## src/rtl/comp_dac_load_seq_tmr_pkg.sv

```systemverilog
// Shared constants for the comparator-threshold DAC load sequencer.
package comp_dac_load_seq_tmr_pkg;

  localparam int unsigned ST_W = 3;

  localparam logic [2:0] ST_IDLE     = 3'd0;
  localparam logic [2:0] ST_PLOAD    = 3'd1;
  localparam logic [2:0] ST_SHIFT    = 3'd2;
  localparam logic [2:0] ST_LATCH    = 3'd3;
  localparam logic [2:0] ST_SET_DONE = 3'd4;

  // Width of the bits-remaining counter; never narrower than one bit.
  function automatic int unsigned cnt_w(input int unsigned nbits);
    return (nbits > 32'd1) ? unsigned'($clog2(nbits)) : 32'd1;
  endfunction

  // Width of the active-channel index; never narrower than one bit.
  function automatic int unsigned idx_w(input int unsigned nchan);
    return (nchan > 32'd1) ? unsigned'($clog2(nchan)) : 32'd1;
  endfunction

endpackage

```

## src/rtl/tmr_vote.sv

```systemverilog
// Bitwise 2-of-3 majority voter with replica disagreement flag.
module tmr_vote #(
  parameter int unsigned W = 1
) (
  input  logic [W-1:0] a,
  input  logic [W-1:0] b,
  input  logic [W-1:0] c,
  output logic [W-1:0] vote_c,
  output logic         err_c
);

  // Majority per bit; any differing bit raises the flag.
  always_comb begin
    vote_c = (a & b) | (a & c) | (b & c);
    err_c  = |((a ^ b) | (a ^ c));
  end

endmodule

```

## src/rtl/comp_dac_load_seq_tmr.sv

```systemverilog
// Serial load sequencer for comparator-threshold DACs, optionally triplicated.
module comp_dac_load_seq_tmr
  import comp_dac_load_seq_tmr_pkg::*;
#(
  parameter int unsigned NBITS = 16,
  parameter int unsigned NCHAN = 7,
  parameter int unsigned TMR   = 1
) (
  input  logic                     CLK,
  input  logic                     RST_N,
  input  logic                     START,
  input  logic [NCHAN-1:0]         CHAN_MASK,
  output logic                     SHFT_ENA,
  output logic [NCHAN-1:0]         CHAN_SEL,
  output logic                     LOAD,
  output logic [cnt_w(NBITS)-1:0]  BIT_CNT,
  output logic                     BUSY,
  output logic                     SET_DONE,
  output logic                     TMR_ERR
);

  localparam int unsigned CW = cnt_w(NBITS);
  localparam int unsigned IW = idx_w(NCHAN);
  localparam int unsigned DW = CW + IW + NCHAN;

  // Voted (or single-copy) current values.
  logic [ST_W-1:0]  st_v;
  logic [CW-1:0]    cnt_v;
  logic [IW-1:0]    idx_v;
  logic [NCHAN-1:0] msk_v;
  logic [DW-1:0]    dat_v;

  // Next values shared by every replica.
  logic [ST_W-1:0]  nxt_st;
  logic [CW-1:0]    nxt_cnt;
  logic [IW-1:0]    nxt_idx;
  logic [NCHAN-1:0] nxt_msk;
  logic [DW-1:0]    nxt_dat;
  logic             nxt_busy_c;
  logic             mis_c;

  assign {cnt_v, idx_v, msk_v} = dat_v;
  assign nxt_dat = {nxt_cnt, nxt_idx, nxt_msk};
  assign nxt_busy_c = (nxt_st == ST_PLOAD) || (nxt_st == ST_SHIFT) || (nxt_st == ST_LATCH);

  // Lowest-indexed set bit of a channel mask.
  function automatic logic [IW-1:0] lowest(input logic [NCHAN-1:0] m);
    logic [IW-1:0] r;
    r = '0;
    for (int i = NCHAN - 1; i >= 0; i--) begin
      if (m[i]) r = IW'(i);
    end
    return r;
  endfunction

  // Next-state logic; entering Pload picks the next channel and consumes its mask bit.
  always_comb begin
    logic [NCHAN-1:0] pick_msk;
    logic             pick;
    nxt_st   = st_v;
    nxt_cnt  = cnt_v;
    nxt_idx  = idx_v;
    nxt_msk  = msk_v;
    pick_msk = msk_v;
    pick     = 1'b0;
    case (st_v)
      ST_IDLE: begin
        if (START) begin
          pick_msk = CHAN_MASK;
          nxt_msk  = CHAN_MASK;
          if (|CHAN_MASK) begin
            nxt_st = ST_PLOAD;
            pick   = 1'b1;
          end else begin
            nxt_st = ST_SET_DONE;
          end
        end
      end
      ST_PLOAD: nxt_st = ST_SHIFT;
      ST_SHIFT: begin
        if (cnt_v == '0) nxt_st = ST_LATCH;
        else             nxt_cnt = cnt_v - CW'(1);
      end
      ST_LATCH: begin
        if (|msk_v) begin
          nxt_st = ST_PLOAD;
          pick   = 1'b1;
        end else begin
          nxt_st  = ST_SET_DONE;
          nxt_cnt = '0;
        end
      end
      ST_SET_DONE: begin
        if (!START) nxt_st = ST_IDLE;
      end
      default: begin
        nxt_st  = ST_IDLE;
        nxt_cnt = '0;
        nxt_idx = '0;
        nxt_msk = '0;
      end
    endcase
    if (pick) begin
      nxt_idx = lowest(pick_msk);
      nxt_msk = pick_msk & ~(NCHAN'(1) << nxt_idx);
      nxt_cnt = CW'(NBITS - 1);
    end
  end

  if (TMR != 0) begin : gen_tmr
    logic [ST_W-1:0] st_q0, st_q1, st_q2;
    logic [DW-1:0]   dat_q0, dat_q1, dat_q2;
    logic            st_err_c, dat_err_c;

    // Three replicas all load the next value derived from the voted state.
    always_ff @(negedge CLK) begin
      if (!RST_N) begin
        st_q0  <= ST_IDLE;
        st_q1  <= ST_IDLE;
        st_q2  <= ST_IDLE;
        dat_q0 <= '0;
        dat_q1 <= '0;
        dat_q2 <= '0;
      end else begin
        st_q0  <= nxt_st;
        st_q1  <= nxt_st;
        st_q2  <= nxt_st;
        dat_q0 <= nxt_dat;
        dat_q1 <= nxt_dat;
        dat_q2 <= nxt_dat;
      end
    end

    tmr_vote #(.W(ST_W)) u_vote_st (
      .a(st_q0), .b(st_q1), .c(st_q2), .vote_c(st_v), .err_c(st_err_c)
    );

    tmr_vote #(.W(DW)) u_vote_dat (
      .a(dat_q0), .b(dat_q1), .c(dat_q2), .vote_c(dat_v), .err_c(dat_err_c)
    );

    assign mis_c = st_err_c | dat_err_c;
  end else begin : gen_single
    logic [ST_W-1:0] st_q;
    logic [DW-1:0]   dat_q;

    // Single-copy state register.
    always_ff @(negedge CLK) begin
      if (!RST_N) begin
        st_q  <= ST_IDLE;
        dat_q <= '0;
      end else begin
        st_q  <= nxt_st;
        dat_q <= nxt_dat;
      end
    end

    assign st_v  = st_q;
    assign dat_v = dat_q;
    assign mis_c = 1'b0;
  end

  // Outputs registered from the next state so they align with the state they describe.
  always_ff @(negedge CLK) begin
    if (!RST_N) begin
      SHFT_ENA <= 1'b0;
      CHAN_SEL <= '0;
      LOAD     <= 1'b0;
      BIT_CNT  <= '0;
      BUSY     <= 1'b0;
      SET_DONE <= 1'b0;
      TMR_ERR  <= 1'b0;
    end else begin
      SHFT_ENA <= (nxt_st == ST_SHIFT);
      CHAN_SEL <= nxt_busy_c ? (NCHAN'(1) << nxt_idx) : '0;
      LOAD     <= (nxt_st == ST_LATCH);
      BIT_CNT  <= nxt_cnt;
      BUSY     <= nxt_busy_c;
      SET_DONE <= (nxt_st == ST_SET_DONE);
      TMR_ERR  <= TMR_ERR | mis_c;
    end
  end

endmodule

```

## config.mk

```make
export PLATFORM = sky130hd
export DESIGN_NAME = comp_dac_load_seq_tmr
export DESIGN_NICKNAME = d
export VERILOG_FILES = /design/src/rtl/comp_dac_load_seq_tmr_pkg.sv /design/src/rtl/tmr_vote.sv /design/src/rtl/comp_dac_load_seq_tmr.sv
export SDC_FILE = /design/constraint.sdc
export NUM_CORES = 1
export LEC_CHECK = 0
export BUFFER_PORTS_ARGS = -buffer_cell sky130_fd_sc_hd__buf_2
export CORE_MARGIN = 2
export CORE_UTILIZATION = 60
export DETAILED_ROUTE_END_ITERATION = 12
export PLACE_DENSITY = 0.91
export SYNTH_ARGS = -nofsm -noshare
export SYNTH_HDL_FRONTEND = slang
export SYNTH_SLANG_ARGS = --single-unit
```

## constraint.sdc

```tcl
create_clock -name CLK -period 6 [get_ports CLK]
set_input_delay 0.9 -clock CLK [delete_from_list [all_inputs] [get_ports CLK]]
set_output_delay 0.9 -clock CLK [all_outputs]
set_load 0.05 [all_outputs]
```

==> reports/results.tsv, run 1 <==
metric	value	unit
Main synth FF type	dfxtp_1	
met2 WL post-DR	1900	um
design area	0.00183	mm^2
Final Hold Fails	0	
max-slew violation count	0	
RSZ-0062 raised after global routing	false	
area occupied by multi-input gates	936	um^2
Synth async-reset ratio	0	
Critical Path AT	2.69	ns
drt pass-1 iters	4	
Clk Latency, worst-skew pair	0.42	ns
via count	1472	
Core ar.	0.00250	mm^2
post-synth cell types	65	
top layer in use	met4	
clk sinks	28	
CTS hold repair buffers	0	
cell accounting for the most synthesized area	dfxtp_1	
CTS max path bufs	2	
Die Span Y	55.7	um
Final setup violation count	0	
initial antenna violation count	0	
outcome	finished clean	
gr usage total	0.262	
internal power	342	uW
die area	0.00310	mm^2
Setup crit start kind	input pin	
remaining global-route overflow	0	
P_leak	0.836	nW
CP top delay family	simple AND/OR/NAND/NOR gates	
DP HPWL	2700	um
Reg area	561	um^2
layout cell share with drive strength beyond 1	0.239	
crit end category	flip-flop	
CTS tree	built	
H-tree Lvls	1	
max-capacitance violation count	0	
Post-synth EDFFs	0	
post-synthesis mux area share	0.0398	
Clk pwr share	0.258	
post-synthesis compound-gate area fraction	0.245	
sequential area share after synthesis	0.350	
switching share of power	0.454	
pwr dens	343	mW/mm^2
DR vias/cell	5.94	
starting density of the core	0.641	
xor-xnor portion of the synthesized cell area	0.00547	
Mapped Cells	171	
Crit path largest cell delay	0.44	ns
global-route wire length before repair	6600	um
max-slew headroom at the worst pin	0.613	
initial DRC count	61	
routed len/inst	15.3	um
Layout area overhead	14.2	%
post-CTS setup buffer count	0	
post-synthesis adder-cell area fraction	0.00781	
cts bufs inserted	3	
Worst EP required	3.34	ns
Resized Gates After CTS	0	
GPL Wtd Cong	0.932	
CP cell instances	buf_2 > nor2_1 > a31oi_4 > nor2_2 > mux2i_4 > nor3b_2	
Die W	55.7	um
# diodes	0	
CP max FO	8	
Synth area leaders	dfxtp_1, nor2_1, nand2_1	
DRT Wirelength	3800	um
net switching power	285	uW
Placed Area	0.00170	mm^2
Synth Cell Area	0.00160	mm^2
post-route insts no fill	248	
Total Neg Setup Slack	0	ns
Flop pwr share	0.372	
synth warn	0	
Port-buffer cells	24	
CTS root buffer	clkbuf_4	
Power Total	627	uW
Layout fillers	188	
WHS	0.523	ns
simple-gate area share of the yosys netlist	0.284	
Synth Area per Inst	9.37	um^2
Synth top area share	0.350	
WL met1	1580	um
Peak supply drop	0.306	mV
net count after synthesis	182	
row count	18	
largest family of logic cells by synthesized area	simple AND/OR/NAND/NOR gates	
Combinational Power Share	0.370	
metal3 WL	234	um
Worst Path Buf+Inv	1	
DRC	0	
min-delay worst type	flip-flop to flip-flop	
Synth Register Bits	28	
maximum number of pins on one net before global-route repair	17	
Final Skew	0.0176	ns
placed cell count	217	
WS Path Type	input pin to flip-flop	
Clock transition at path regs	0.05	ns
IO Count	26	
final net count	230	
number of global-route vias before repair	1543	
crit path max-delay cell type	nor2_1	
Slew @ Worst Pin	0.579	ns
antenna viol nets, final	0	
## metal layers
| metal | global-route usage | vias to the layer above |
|---|---|---|
| met1 | 0.301 | 695 |
| met2 | 0.442 | 50 |
| met4 | 0.125 | 0 |
| met3 | 0.0767 | 9 |
| li1 | - | 718 |
| met5 | 0 | - |
## worst paths after layout
path,start,slack [ns],to,cells past startpoint
max,CHAN_MASK[2],0.66,CHAN_SEL[6],6
min,gen_tmr.dat_q2[13],0.52,gen_tmr.dat_q2[13],2
max reg2reg,gen_tmr.st_q2[0],3.87,CHAN_SEL[6],6
min reg2reg,gen_tmr.dat_q2[13],0.52,gen_tmr.dat_q2[13],2
## Yosys cell counts, types with 2 or more instances
library cell  number
a21boi_1           2
nand3_1            2
and3_1             2
mux2i_1            3
buf_4              6
nor3b_2            3
nor3b_1            4
a211oi_1           3
dfxtp_1           28
or3_1              2
a21boi_0           2
buf_2              2
nand2_1           13
nor2b_1            2
a2111oi_0          2
and2_1             2
a31oi_1            3
nor3_1             5
o211ai_1           2
buf_6              2
o32ai_1            2
nor3_2             2
inv_1              5
a21oi_1            5
nand2b_1           3
nor2_1            21
o21ai_0            5
## layout by cell type, fill, tap and decap left out, types with 3 or more instances in the layout
cell type,instances
nor2_1,21
mux2i_1,3
nand2_1,13
a211oi_1,3
inv_1,32
nand2b_1,3
o21ai_0,5
buf_4,3
dfxtp_1,28
buf_2,24
nor3b_2,3
a21oi_1,5
a31oi_1,3
nor3b_1,4
nor3_1,5
clkbuf_4,3
## layout make-up
cell class                 count  share of cell area
tap                           30              0.0205
sequential                    28               0.306
timing repair buffer          27              0.0780
clock buffer                   3              0.0123
inverter                       5              0.0103
multi-input combinational    126               0.512
clock inverter                29              0.0609
## sequential cells by signal (all words and copies together) (netlist names)
name	cells
BUSY	1
CHAN_SEL	7
LOAD	1
SET_DONE	1
SHFT_ENA	1
gen_tmr.dat_q2	14
gen_tmr.st_q2	3
## metrics by stage
| step | utilization | setup WS, ns |
|---|---|---|
| global placement | 0.680 | 0.330 |
| floorplan | - | 0.614 |
| CTS | 0.732 | 0.697 |
| detailed placement | 0.680 | 0.255 |
| finish | 0.732 | 0.657 |
| global route | 0.732 | 0.540 |
## power by group through the flow
| stage | clock (mW) | combinational, mW | sequential (mW) |
|---|---|---|---|
| 5_1_grt | 0.188 | 0.250 | 0.237 |
| 6_report | 0.162 | 0.232 | 0.233 |
| 3_3_place_gp | 0.0295 | 0.221 | 0.235 |
| 3_5_place_dp | 0.0295 | 0.229 | 0.236 |
| 2_1_floorplan | 0.0295 | 0.175 | 0.251 |
| 4_1_cts | 0.166 | 0.231 | 0.233 |
## worst register-to-register path, stage by stage (launching register included)
cell     delay [ns]
dfxtp_1        0.41
nor4b_4        0.56
buf_4          0.28
or3_1          0.21
o22a_1         0.22
mux2i_4        0.13
nor3b_2        0.19
## kinds of logic (layout without fill, tap and decap cells)
family	after synthesis	after routing
AOI/OAI and AO/OA	45	45
xor gates and xnor gates	1	1
muxes	5	5
buffers and inverters	17	64
and+or+nand+nor	73	73
adders and majority gates	1	1
DFF	28	28
other	1	1
(Power assumes the default switching activity.)
==> run 2, diff against run 1 <==
- MAX_ROUTING_LAYER: not set -> met4
==> run 2 against run 1 <==
  * Sequential share of layout area did not move
  * Clock power barely moved
  * Core utilization did not move
  * Setup slack improved by 0.037 ns
  * Critical path depth rose by 1
  * Combinational power barely moved
  * Via count barely moved
  * Die area did not move
  * Critical endpoint is now CHAN_SEL[5]
  * Highest routed layer unchanged
==> reports/results.tsv, run 2 (same netlist as run 1, synthesis figures left out) <==
metric	value	unit	change
outcome	finished clean		
Critical Path AT	2.62	ns	-0.07 ns
# diodes	0		unchanged
DP HPWL	2740	um	+1.4%
gr usage total	0.278		+0.0162
DRC	0		unchanged
flip-flop count of the largest register after layout	14		unchanged
max-slew violation count	0		unchanged
Final setup violation count	0		unchanged
layout cell share with drive strength beyond 1	0.239		unchanged
Clk pwr share	0.261		+0.003
H-tree Lvls	1		unchanged
Worst EP required	3.31	ns	-0.03 ns
cts bufs inserted	3		unchanged
die area	0.00310	mm^2	unchanged
final core utilization	0.732		unchanged
Core ar.	0.00250	mm^2	unchanged
max-capacitance violation count	0		unchanged
Setup crit start kind	input pin		
DR vias/cell	5.94		about the same
Final Skew	0.0204	ns	+0.00281 ns
starting density of the core	0.641		unchanged
Flop pwr share	0.371		about the same
hold_sp	gen_tmr.dat_q2[13]		
global-route wire length before repair	6740	um	+2.1%
initial DRC count	56		-8.2%
via count	1473		+0.068%
placed cell count	217		unchanged
design area	0.00183	mm^2	unchanged
Slew @ Worst Pin	0.552	ns	-0.0272 ns
commonest non-fill, non-tap cells in the layout	inv_1, dfxtp_1, buf_2, nor2_1, nand2_1		
most common cell after layout, fill and taps aside	inv_1		
Clk Latency, worst-skew pair	0.43	ns	about the same
internal power	342	uW	about the same
drt pass-1 iters	4		unchanged
CTS hold repair buffers	0		unchanged
max-slew headroom at the worst pin	0.627		+0.0146
CTS max path bufs	2		unchanged
Placed Area	0.00170	mm^2	unchanged
largest registers	gen_tmr.dat_q2 (14), CHAN_SEL (7), gen_tmr.st_q2 (3)		
RSZ-0062 raised after global routing	false		
Final Hold Fails	0		unchanged
net switching power	289	uW	+1.5%
maximum number of pins on one net before global-route repair	17		unchanged
pwr dens	345	mW/mm^2	+0.71%
row count	18		unchanged
Peak supply drop	0.292	mV	-4.7%
Layout fillers	190		+1.1%
P_leak	0.836	nW	unchanged
Die Span Y	55.7	um	unchanged
post-CTS setup buffer count	0		unchanged
initial antenna violation count	0		unchanged
worst setup margin	0.694	ns	+0.0371 ns
Die W	55.7	um	unchanged
Layout area overhead	14.2	%	unchanged
post-route insts no fill	248		unchanged
CTS root buffer	clkbuf_4		
GPL Wtd Cong	0.946		+1.4%
Clock transition at path regs	0.05	ns	about the same
Total Neg Setup Slack	0	ns	unchanged
CTS tree	built		
crit end category	flip-flop		
worst setup path start	CHAN_MASK[2]		
routed len/inst	15.6	um	+1.9%
Port-buffer cells	24		unchanged
Combinational Power Share	0.368		-0.002
pre-CTS setup slack	0.244	ns	-0.0112 ns
switching share of power	0.458		+0.00354
WHS	0.532	ns	+0.00965 ns
Top reg by flops	gen_tmr.dat_q2		
startpoint of the worst register-to-register path	gen_tmr.dat_q2[1]		
Power Total	631	uW	+0.71%
clk sinks	28		unchanged
IO Count	26		unchanged
DRT Wirelength	3870	um	+1.9%
final net count	230		unchanged
Resized Gates After CTS	0		unchanged
number of global-route vias before repair	1547		+0.26%
WS Path Type	input pin to flip-flop		
min-delay worst type	flip-flop to flip-flop		
CP max FO	7		-1
antenna viol nets, final	0		unchanged
remaining global-route overflow	0		unchanged
-- run 2: cell type report --
cell class | instances | area, um^2 | share of cell area
flip-flops and latches | 28 | 561 | 0.306
clock inverters | 29 | 111 | 0.0609
well taps | 30 | 37.5 | 0.0205
inverters | 5 | 18.8 | 0.0103
multi-input cells | 126 | 936 | 0.512
clock buffers | 3 | 22.5 | 0.0123
repair buffers | 27 | 143 | 0.0780
-- run 2: per-layer routing --
metal / track usage / up-vias / wire length (um)
met5: - / - / 0
met4: 0.146 / 0 / 53
met3: 0.0930 / 7 / 194
met2: 0.434 / 41 / 1930
met1: 0.315 / 702 / 1690
li1: - / 723 / -
-- run 2: final timing paths --
check	slack, ns	cells after the start	to
worst max-delay path	0.69	7	CHAN_SEL[5]
worst min-delay path	0.53	2	gen_tmr.dat_q2[13]
worst max register to register	3.91	5	CHAN_SEL[6]
worst min register to register	0.53	2	gen_tmr.dat_q2[13]
-- run 2: power by group through the flow --
stage	Clock, mW	Combinational, mW	Sequential (mW)
after floorplan	0.0295	0.175	0.251
after global placement	0.0295	0.222	0.235
after detailed placement	0.0295	0.229	0.237
after CTS	0.169	0.231	0.234
after global routing	0.195	0.252	0.237
final	0.165	0.232	0.234
-- run 2: critical path, stage by stage --
cell and delay, ns:
buf_2 0.13, nor2_1 0.40, a31oi_1 0.14, or4b_1 0.59, o2111ai_4 0.23, inv_2 0.06
and3_1 0.15
